--- src/rtl/role_kernel_launch_scheduler.sv ---
// Launches a batch of ap_ctrl_hs kernel invocations, round-robining each onto a
// calibrated DDR channel and reporting the completed-invocation count.
module role_kernel_launch_scheduler #(
  parameter int N_CH    = 3,
  parameter int IW      = 16,
  parameter int TIMEOUT = 1000000,
  localparam int SW     = (N_CH > 1) ? $clog2(N_CH) : 1
) (
  input  logic            CLK_IN_250,
  input  logic            AXI_RESET_N,
  input  logic [N_CH-1:0] calib_complete,
  input  logic            cfg_start,
  input  logic [IW-1:0]   cfg_iter,
  input  logic [N_CH-1:0] cfg_ch_mask,
  input  logic            cfg_abort,
  output logic            ap_start,
  input  logic            ap_ready,
  input  logic            ap_done,
  output logic [SW-1:0]   ddr_sel,
  output logic [31:0]     ker_count,
  output logic            ker_count_ap_vld,
  output logic            busy,
  output logic            batch_done,
  output logic            err_timeout
);

  localparam int TW = (TIMEOUT > 0) ? $clog2(TIMEOUT + 1) : 1;
  localparam logic [TW-1:0] TMAX = TW'(TIMEOUT);

  typedef enum logic [2:0] {
    IDLE     = 3'd0,
    WAIT_CAL = 3'd1,
    ISSUE    = 3'd2,
    RUN      = 3'd3,
    DONE     = 3'd4
  } state_t;

  state_t          r_state;
  logic [IW-1:0]   r_remaining;
  logic [N_CH-1:0] r_mask;
  logic [SW-1:0]   r_rr_ptr;
  logic [SW-1:0]   r_ddr_sel;
  logic            r_ap_start;
  logic [31:0]     r_ker_count;
  logic            r_vld;
  logic            r_batch_done;
  logic            r_err_timeout;
  logic            r_abort_pend;
  logic [TW-1:0]   r_tcnt;

  logic [N_CH-1:0] w_elig;
  logic [SW-1:0]   w_pick;
  logic            w_any;
  logic [TW-1:0]   w_tnext;
  logic            w_complete;

  assign w_elig     = calib_complete & r_mask;
  assign w_tnext    = r_tcnt + 1'b1;
  assign w_complete = ap_done && ((r_state == RUN) || ((r_state == ISSUE) && ap_ready));

  // Nearest eligible channel strictly after r_rr_ptr, wrapping around.
  always_comb begin
    w_pick = '0;
    w_any  = 1'b0;
    for (int unsigned i = 1; i <= N_CH; i++) begin
      int unsigned idx;
      idx = (int'(r_rr_ptr) + i) % N_CH;
      if (!w_any && w_elig[idx]) begin
        w_pick = SW'(idx);
        w_any  = 1'b1;
      end
    end
  end

  always_ff @(posedge CLK_IN_250 or negedge AXI_RESET_N) begin
    if (!AXI_RESET_N) begin
      r_state       <= IDLE;
      r_remaining   <= '0;
      r_mask        <= '0;
      r_rr_ptr      <= SW'(N_CH - 1);
      r_ddr_sel     <= '0;
      r_ap_start    <= 1'b0;
      r_ker_count   <= '0;
      r_vld         <= 1'b0;
      r_batch_done  <= 1'b0;
      r_err_timeout <= 1'b0;
      r_abort_pend  <= 1'b0;
      r_tcnt        <= '0;
    end else begin
      r_vld        <= 1'b0;
      r_batch_done <= 1'b0;
      case (r_state)
        IDLE: begin
          if (cfg_start) begin
            r_remaining   <= cfg_iter;
            r_mask        <= cfg_ch_mask;
            r_ker_count   <= '0;
            r_err_timeout <= 1'b0;
            r_abort_pend  <= 1'b0;
            r_state       <= ((cfg_iter == '0) || (cfg_ch_mask == '0)) ? DONE : WAIT_CAL;
          end
        end
        WAIT_CAL: begin
          if (cfg_abort) begin
            r_state <= DONE;
          end else if (w_any) begin
            r_state    <= ISSUE;
            r_ap_start <= 1'b1;
            r_ddr_sel  <= w_pick;
            r_rr_ptr   <= w_pick;
          end
        end
        ISSUE: begin
          // Once the kernel has taken the start, an abort can only stop re-issue.
          if (ap_ready) begin
            r_ap_start   <= 1'b0;
            r_tcnt       <= '0;
            r_abort_pend <= r_abort_pend | cfg_abort;
            r_state      <= RUN;
          end else if (cfg_abort) begin
            r_ap_start <= 1'b0;
            r_state    <= DONE;
          end
        end
        RUN: begin
          r_tcnt <= w_tnext;
          if (cfg_abort) r_abort_pend <= 1'b1;
          if (!ap_done && (TIMEOUT != 0) && (w_tnext == TMAX)) begin
            r_err_timeout <= 1'b1;
            r_state       <= DONE;
          end
        end
        DONE: begin
          r_batch_done <= 1'b1;
          r_state      <= IDLE;
        end
        default: r_state <= IDLE;
      endcase

      // Completion handling is shared by RUN and the ready+done case in ISSUE,
      // so it is applied after the case and overrides the state chosen there.
      if (w_complete) begin
        r_ker_count <= r_ker_count + 32'd1;
        r_vld       <= 1'b1;
        r_remaining <= r_remaining - 1'b1;
        if ((r_remaining == IW'(1)) || r_abort_pend || cfg_abort) begin
          r_state <= DONE;
        end else if (w_any) begin
          r_state    <= ISSUE;
          r_ap_start <= 1'b1;
          r_ddr_sel  <= w_pick;
          r_rr_ptr   <= w_pick;
        end else begin
          r_state <= WAIT_CAL;
        end
      end
    end
  end

  assign ap_start         = r_ap_start;
  assign ddr_sel          = r_ddr_sel;
  assign ker_count        = r_ker_count;
  assign ker_count_ap_vld = r_vld;
  assign busy             = (r_state != IDLE);
  assign batch_done       = r_batch_done;
  assign err_timeout      = r_err_timeout;

endmodule

--- config.mk ---
export PLATFORM = sky130hd
export DESIGN_NAME = role_kernel_launch_scheduler
export DESIGN_NICKNAME = d
export VERILOG_FILES = /design/src/rtl/role_kernel_launch_scheduler.sv
export SDC_FILE = /design/constraint.sdc
export NUM_CORES = 1
export LEC_CHECK = 0
export CORE_UTILIZATION = 51
export DETAILED_ROUTE_END_ITERATION = 10
export PLACE_DENSITY = 0.76
export SKIP_CTS_REPAIR_TIMING = 1
export SYNTH_ARGS = -nofsm -noshare
export SYNTH_HDL_FRONTEND = slang
export SYNTH_SLANG_ARGS = --single-unit
--- constraint.sdc ---
create_clock -name CLK_IN_250 -period 7.85 [get_ports CLK_IN_250]
set_clock_uncertainty 0.15 [all_clocks]
set_input_delay 1.57 -clock CLK_IN_250 [delete_from_list [all_inputs] [get_ports CLK_IN_250]]
set_output_delay 1.57 -clock CLK_IN_250 [all_outputs]
set_load 0.05 [all_outputs]
# Word-level counts from Yosys, hierarchy flattened
# Index checks and enable logic that the tools add are counted.
# Widths: inputs -> output; s select.
# word_totals
ff_bits	83
out_inout_bits	39
# classes
addsub	6
div_mod_pow	3
order_cmp	3
eq_ne	14
mux	59
n_bitwise	2
reduce_logical	27
# ops
op	count
$lt 32x3->1 const B	3
$mod 32x2->32 const B	3
$mux 32	3
$mux 16	3
$pmux 20 s2	1
$add 32x1->32 const B	1
$mux 2	16
$mux 3	9
$add 20x1->20 const B	1
$eq 20x20->1 const B	1
$mux 20	1
$mux 1	19
$eq 16x1->1 const B	1
$logic_not 16->1	1
$sub 16x1->16 const B	1
$pmux 3 s4	1
$ne 4x4->1 const B	2
$reduce_and 4->1	2
$reduce_bool 2->1	4
$add 2x2->3 const B	2
$bmux 1 s2	3
$eq 3x2->1 const B	2
$logic_not 3->1	2
$ne 2x2->1 const B	3
16 further kinds	29

# Depth between registers and ports, before layout
# Gate-level depths: netlist (run 1).
# logic_depth
ltp_word	17
mapped_depth	9

# Worst setup path after synthesis (run 1)
# OpenSTA, ideal clock, no wires.
# synth_path
path_type	input-to-reg
from	input ap_done
to	register r_state[0]
setup_ps	124
t_arrival_ps	3159
path_slack_ps	4418
stages	6
path_buffers	0
cell_sequence	or4_1 > a2111oi_0 > o2111ai_1 > nor4_2 > a211oi_1 > a211o_1
# synth_between
elab_chain_len	4
# synth_lines
item	line_no	source
start: declaration	18	input logic ap_done,
$logic_not 1->1	128	if (!ap_done && (TIMEOUT != 0) && (w_tnext == TMAX)) begin
$logic_and 1x1->1	128	
$ne 3x2->1 (no line)	--	
$reduce_and 4->1 (no line)	--	
end signal: assignment	100	r_state <= ((cfg_iter == '0) || (cfg_ch_mask == '0)) ? DONE : WAIT_CAL;
end: declaration	38	state_t r_state;
# Parallel ways exist; a longest one is shown, timed or not.
# A chain may end at the register's enable or synchronous reset.

# Worst setup path in the final report (run 1)
# layout_path
from	input ap_ready
to	register r_remaining[7]
# layout_between
elab_chain_len	5
# layout_lines
item	line_no	source
start: declaration	17	input logic ap_ready,
$logic_and 1x1->1 (*)	59	assign w_complete = ap_done && ((r_state == RUN) || ((r_state == ISSUE) && ap_ready));
$logic_or 1x1->1 (*)	59	
$logic_and 1x1->1 (*)	59	
$reduce_bool 2->1 (no line)	--	
$reduce_and 2->1 (no line)	--	
end signal: assignment	95	r_remaining <= cfg_iter;
end signal: assignment	145	r_remaining <= r_remaining - 1'b1;
end: declaration	39	logic [IW-1:0] r_remaining;
# Every way passes the cells marked *; elsewhere a longest branch is shown, timed or not.

==> results of run 1 <==
## final cells by class
cell class | instances | area [sq um] | area share
clock inverter | 5 | 36.3 | 0.00659
multi-input combinational | 411 | 2380 | 0.433
inverter | 14 | 52.6 | 0.00954
sequential | 83 | 2080 | 0.377
tap | 108 | 135 | 0.0245
timing repair buffer | 69 | 681 | 0.124
clock buffer | 11 | 141 | 0.0257
## per-stage QoR
stage	utilization	instance area [sq um]	setup WS (ns)	instances	hold slack, ns
2_1_floorplan	-	4620	4.42	536	0.296
4_1_cts	0.628	5510	3.71	701	0.331
3_5_place_dp	0.608	5330	3.37	685	0.313
6_report	0.628	5510	3.73	701	0.322
5_1_grt	0.628	5510	3.41	701	0.361
3_3_place_gp	0.608	5330	3.55	685	0.311
## registers in the layout, indices dropped and copies added, names as in the netlist
signal and flops:
err_timeout 1, batch_done 1, r_tcnt 20, ker_count 32, r_abort_pend 1, r_mask 3
r_state 3, r_remaining 16, r_rr_ptr 2, ker_count_ap_vld 1, ap_start 1, ddr_sel 2
## critical path, cell delays in order
cell	delay [ns]
clkdlybuf4s50_1	0.54
o21ai_1	0.80
inv_1	0.43
nor2_1	0.55
o21ai_0	0.22
o211ai_1	0.13
## power by group through the flow
stage	combinational [uW]	clock, uW	sequential, uW
6_report	449	280	601
5_1_grt	502	304	615
4_1_cts	451	288	598
3_5_place_dp	447	0	606
3_3_place_gp	435	0	602
2_1_floorplan	310	0	608
## final timing paths
| path | cells past startpoint | from | end |
|---|---|---|---|
| hold / removal | 2 | err_timeout | err_timeout |
| hold reg to reg | 2 | err_timeout | err_timeout |
| setup reg to reg | 7 | r_tcnt[5] | r_state[1] |
| max in group asynchronous | 1 | AXI_RESET_N | ker_count[0] |
| setup / recovery | 6 | ap_ready | r_remaining[7] |
| min in group asynchronous | 1 | AXI_RESET_N | ddr_sel[0] |
## metal layers
layer / GRT usage / share of wire / vias up
li1: - / - / 2102
met1: 0.336 / 0.47 / 2026
met2: 0.381 / 0.46 / 130
met3: 0.0417 / 0.057 / 12
met4: 0.0861 / 0.011 / 0
met5: 0 / 0 / -
## cells by family (layout without fill, tap and decap cells)
kind of cell / after synthesis / after routing / synth area share
compound gates: 149 / 149 / 0.205
xor+xnor: 5 / 5 / 0.00948
fa+ha+maj: 7 / 7 / 0.0190
buf+inv: 42 / 99 / 0.0355
flops: 83 / 83 / 0.450
mux: 12 / 12 / 0.0265
simple gates: 238 / 238 / 0.255
## cells in the final DEF, fill, tap and decap left out, drive strengths merged, types with 12 or more instances in the layout
| master | netlist | final |
|---|---|---|
| clkdlybuf4s50 | 0 | 65 |
| nor2 | 30 | 30 |
| nand4 | 14 | 14 |
| nand3 | 35 | 35 |
| dfrtp | 82 | 82 |
| nand2 | 85 | 85 |
| o21ai | 61 | 61 |
| o31ai | 12 | 12 |
| nor4 | 13 | 13 |
| a21oi | 14 | 14 |
| inv | 14 | 15 |
| o211ai | 19 | 19 |
| nor3 | 21 | 21 |
==> results.json, run 1 <==
{
  "start_util": 0.527,
  "critPathArrivalTime_ns": 4.24,
  "seqPwrFrac": 0.452,
  "diodes": 0,
  "drive_above_1_share": 0.0489,
  "hold_violations": 0,
  "grt_pass1_wl_um": 18800,
  "vdd_drop_max_v": 0.0000956,
  "pwr-share-clk": 0.210,
  "worstPathMaxFanout": 15,
  "synthTopCellsByCount": "nand2_1 (85), dfrtp_1 (82), o21ai_0 (60), nand3_1 (35), nor2_1 (30)",
  "synth_top_area_share": 0.444,
  "remaining_drc_errors": 0,
  "grt.total_usage": 0.242,
  "finalCritPeriodShare": 0.524,
  "synth_top_area_cell": "dfrtp_1",
  "p_per_area_nw_per_um2": 241,
  "ys_seq_area_frac": 0.450,
  "synth.cell_area_sq_um": 4620,
  "synth_edf_count": 0,
  "clkSlewWorstSetupHoldPaths_ns": 0.09,
  "cts_inserted_buffers": 9,
  "grt_pass1_vias": 3958,
  "clkLatencyLatePin_ns": 0.36,
  "p_comb_frac": 0.338,
  "fillers": 762,
  "crit_required_ns": 7.97,
  "chipWidth_um": 97.2,
  "htreeDepth": 3,
  "fp.dieH_um": 97.2,
  "cts_sinks": 83,
  "cap_violations": 0,
  "core_sq_um": 8760,
  "yosys-top-cells-area": "dfrtp_1 (44%), nand2_1 (6.9%), o21ai_0 (6.5%)",
  "power_uw": 1330,
  "synthFlopType": "dfrtp_1",
  "syn_nets": 571,
  "cts_max_path_buffers": 2,
  "fin_crit_ns": 4.12,
  "p_int_uw": 802,
  "yosysUniqueCellTypes": 53,
  "syn_avg_cell_area_sq_um": 8.62,
  "synthArstFlopShare": 1.00,
  "ant_nets": 0,
  "worst-setup-path-type": "in2reg",
  "switching_share": 0.397,
  "dp_hpwl_um": 7560,
  "setup_viol": 0,
  "grt_max_degree": 84,
  "max_slew_margin": 0.301,
  "critPathLaunchType": "input pin",
  "synthCells": 536,
  "timing.fmax_mhz": 243,
  "nNetsFinal": 623,
  "status": "complete, no violations",
  "switchingPower_uw": 528,
  "wl_per_cell_um": 15.7,
  "cts_tree": "yes",
  "worstMarginPinSlew_ns": 1.05,
  "io_buffers": 66,
  "ys_ff_latch": 83,
  "rrSetupSlack_ns": 4.74,
  "antenna_found_initial": 0,
  "placementRows": 34,
  "gp_congestion": 0.950,
  "boundaryPins": 67,
  "syn_to_final_growth_pct": 19.2,
  "grt_overflow": 0,
  "vias_per_cell": 6.09,
  "dieArea_sq_um": 9440,
  "num_vias": 4270,
  "clockRootBuffer": "clkbuf_8",
  "ys_warn_count": 0,
  "rsz0062_at_grt": "false",
  "drt_iter0_markers": 272,
  "leakage_uw": 0.00226,
  "yosysMostFrequentCell": "nand2_1",
  "firstDrtPassIters": 5,
  "endpoint_kind": "flip-flop",
  "fin_tns_setup_ns": 0,
  "hold_path_class": "reg2reg",
  "routed_wl_um": 11000,
  "slew_violations": 0
}
No activity file was read; power rests on OpenSTA's default activity.
==> run 2: changes to the inputs <==
--- a/config.mk
+++ b/config.mk
@@ -5,9 +5,9 @@
 export SDC_FILE = /design/constraint.sdc
 export NUM_CORES = 1
 export LEC_CHECK = 0
-export CORE_UTILIZATION = 51
+export CORE_UTILIZATION = 50
 export DETAILED_ROUTE_END_ITERATION = 10
-export PLACE_DENSITY = 0.76
+export PLACE_DENSITY = 0.77
 export SKIP_CTS_REPAIR_TIMING = 1
 export SYNTH_ARGS = -nofsm -noshare
 export SYNTH_HDL_FRONTEND = slang
==> constraint.sdc (replaced) <==
create_clock -name CLK_IN_250 -period 3.3 [get_ports CLK_IN_250]
set_clock_uncertainty 0.15 [all_clocks]
set_input_delay 0.66 -clock CLK_IN_250 [delete_from_list [all_inputs] [get_ports CLK_IN_250]]
set_output_delay 0.66 -clock CLK_IN_250 [all_outputs]
set_load 0.05 [all_outputs]
==> results.json, run 2 (synthesis results as in run 1) <==
{
  "status": "complete, but fails checks",
  "violations": "design-rule violations",
  "remaining_drc_errors": 4,
  "critPathLaunchType": "flip-flop",
  "ff2ff_path_depth": 9,
  "crit_required_ns": 3.43,
  "endpoint_kind": "flip-flop",
  "clkSlewWorstSetupHoldPaths_ns": 0.08,
  "diodes": 0,
  "core_sq_um": 8850,
  "hold_path_class": "in2async",
  "setup_viol": 0,
  "grt_pass1_wl_um": 19100,
  "num_vias": 4326,
  "antenna_found_initial": 0,
  "fin_ws_ns": 0.297,
  "nNetsFinal": 631,
  "cts_inserted_buffers": 9,
  "critPathArrivalTime_ns": 3.13,
  "grt_use_met1": 0.320,
  "max_slew_margin": 0.289,
  "dp_hpwl_um": 7910,
  "vdd_drop_max_v": 0.000320,
  "cts_sinks": 83,
  "leakage_uw": 0.00231,
  "rrSetupSlack_ns": 0.30,
  "placedCellCount": 693,
  "clockRootBuffer": "clkbuf_8",
  "worstPathMaxFanout": 9,
  "final_cell_mix": "nand2_1 (85), dfrtp_1 (82), clkdlybuf4s50_1 (65)",
  "finalCritPeriodShare": 0.910,
  "placementRows": 34,
  "ant_nets": 0,
  "boundaryPins": 67,
  "largest_register_ffs": 32,
  "routed_wl_um": 11400,
  "reg2reg_to": "r_state[1]",
  "chipWidth_um": 98.1,
  "cts_tree": "yes",
  "worst-setup-path-type": "reg2reg",
  "timing.rr.start": "r_tcnt[5]",
  "hold_violations": 0,
  "io_buffers": 66,
  "htreeDepth": 3,
  "p_per_area_nw_per_um2": 581,
  "pre_cts_slack_ns": -0.00839,
  "timing.fmax_mhz": 333,
  "slew_violations": 0,
  "grt.total_usage": 0.244,
  "grt_max_degree": 84,
  "grt_overflow": 0,
  "grt_pass1_vias": 4113,
  "vias_per_cell": 6.10,
  "start_util": 0.522,
  "firstDrtPassIters": 8,
  "worstMarginPinSlew_ns": 1.07,
  "syn_to_final_growth_pct": 21.0,
  "drive_above_1_share": 0.0632,
  "drt_iter0_markers": 219,
  "fillers": 763,
  "fp.dieH_um": 98.1,
  "met2_usage": 0.406,
  "layout_commonest_cell": "nand2_1",
  "gp_congestion": 0.911,
  "cap_violations": 0,
  "dieArea_sq_um": 9630,
  "rsz0062_at_grt": "false",
  "busiest_layer": "met2",
  "cts_max_path_buffers": 2,
  "grt_use_met3": 0.0480,
  "wl_per_cell_um": 16.0,
  "fin_crit_ns": 3.00,
  "instances_no_fill": 709,
  "clkLatencyLatePin_ns": 0.35
}
run 2: changes by cell type in the layout (fill, tap and decap cells not counted), sizes merged:
cell / change
buf: +8
clkinvlp: -2
bufinv: +1
inv: -1
clkinv: +2
run 2: stage by stage:
stage | power, uW | TNS (ns) | hold WS (ns) | area (sq um) | util
finish | 3250 | 0 | 0.315 | 5590 | 0.632
global route | 3460 | 0 | 0.359 | 5590 | 0.632
CTS | 3260 | 0 | 0.339 | 5580 | 0.631
detailed placement | 2530 | -0.00839 | 0.321 | 5390 | 0.609
global placement | 2480 | 0 | 0.314 | 5390 | 0.609
floorplan | 2180 | 0 | 0.214 | 4620 | -
run 2: worst max path at each step:
stage	startpoint	to	slack [ns]
after floorplan	r_tcnt[0]	r_state[1]	0.76
after global placement	ap_done	r_state[0]	0.18
after detailed placement	ap_done	r_state[0]	-0.008
after CTS	r_tcnt[5]	r_state[1]	0.22
after global routing	r_tcnt[5]	r_state[1]	0.13
final	r_tcnt[5]	r_state[1]	0.30
run 2: layout make-up:
cell class                 count  area (sq um)  area share
timing repair buffer          77           741       0.133
multi-input combinational    411          2390       0.427
tap                          108           135      0.0242
clock buffer                  11           141      0.0253
clock inverter                 5          52.6     0.00940
inverter                      14          52.6     0.00940
sequential                    83          2080       0.372
run 2: metal layers:
layer  vias up  routed length, um
li1       2109                  -
met1      2062               5250
met2       136               5330
met3        19                629
met4         0                155
met5         -                  0
run 2: report_power, final:
| group | leakage (uW) | internal, uW | total, uW | switching [uW] |
|---|---|---|---|---|
| Clock | 0.0000991 | 367 | 728 | 361 |
| Combinational | 0.00110 | 412 | 1080 | 671 |
| Sequential | 0.00111 | 1210 | 1440 | 227 |
| Total | 0.00231 | 1990 | 3250 | 1260 |
run 2: worst max-delay path, stage by stage (launching register included):
cell and delay (ns):
dfrtp_1 0.49, nand4_1 0.29, buf_4 0.25, nor4_1 0.44
buf_4 0.21, mux2_2 0.32, a31oi_1 0.16, nor3_1 0.11
a211oi_2 0.30, a2bb2oi_1 0.20
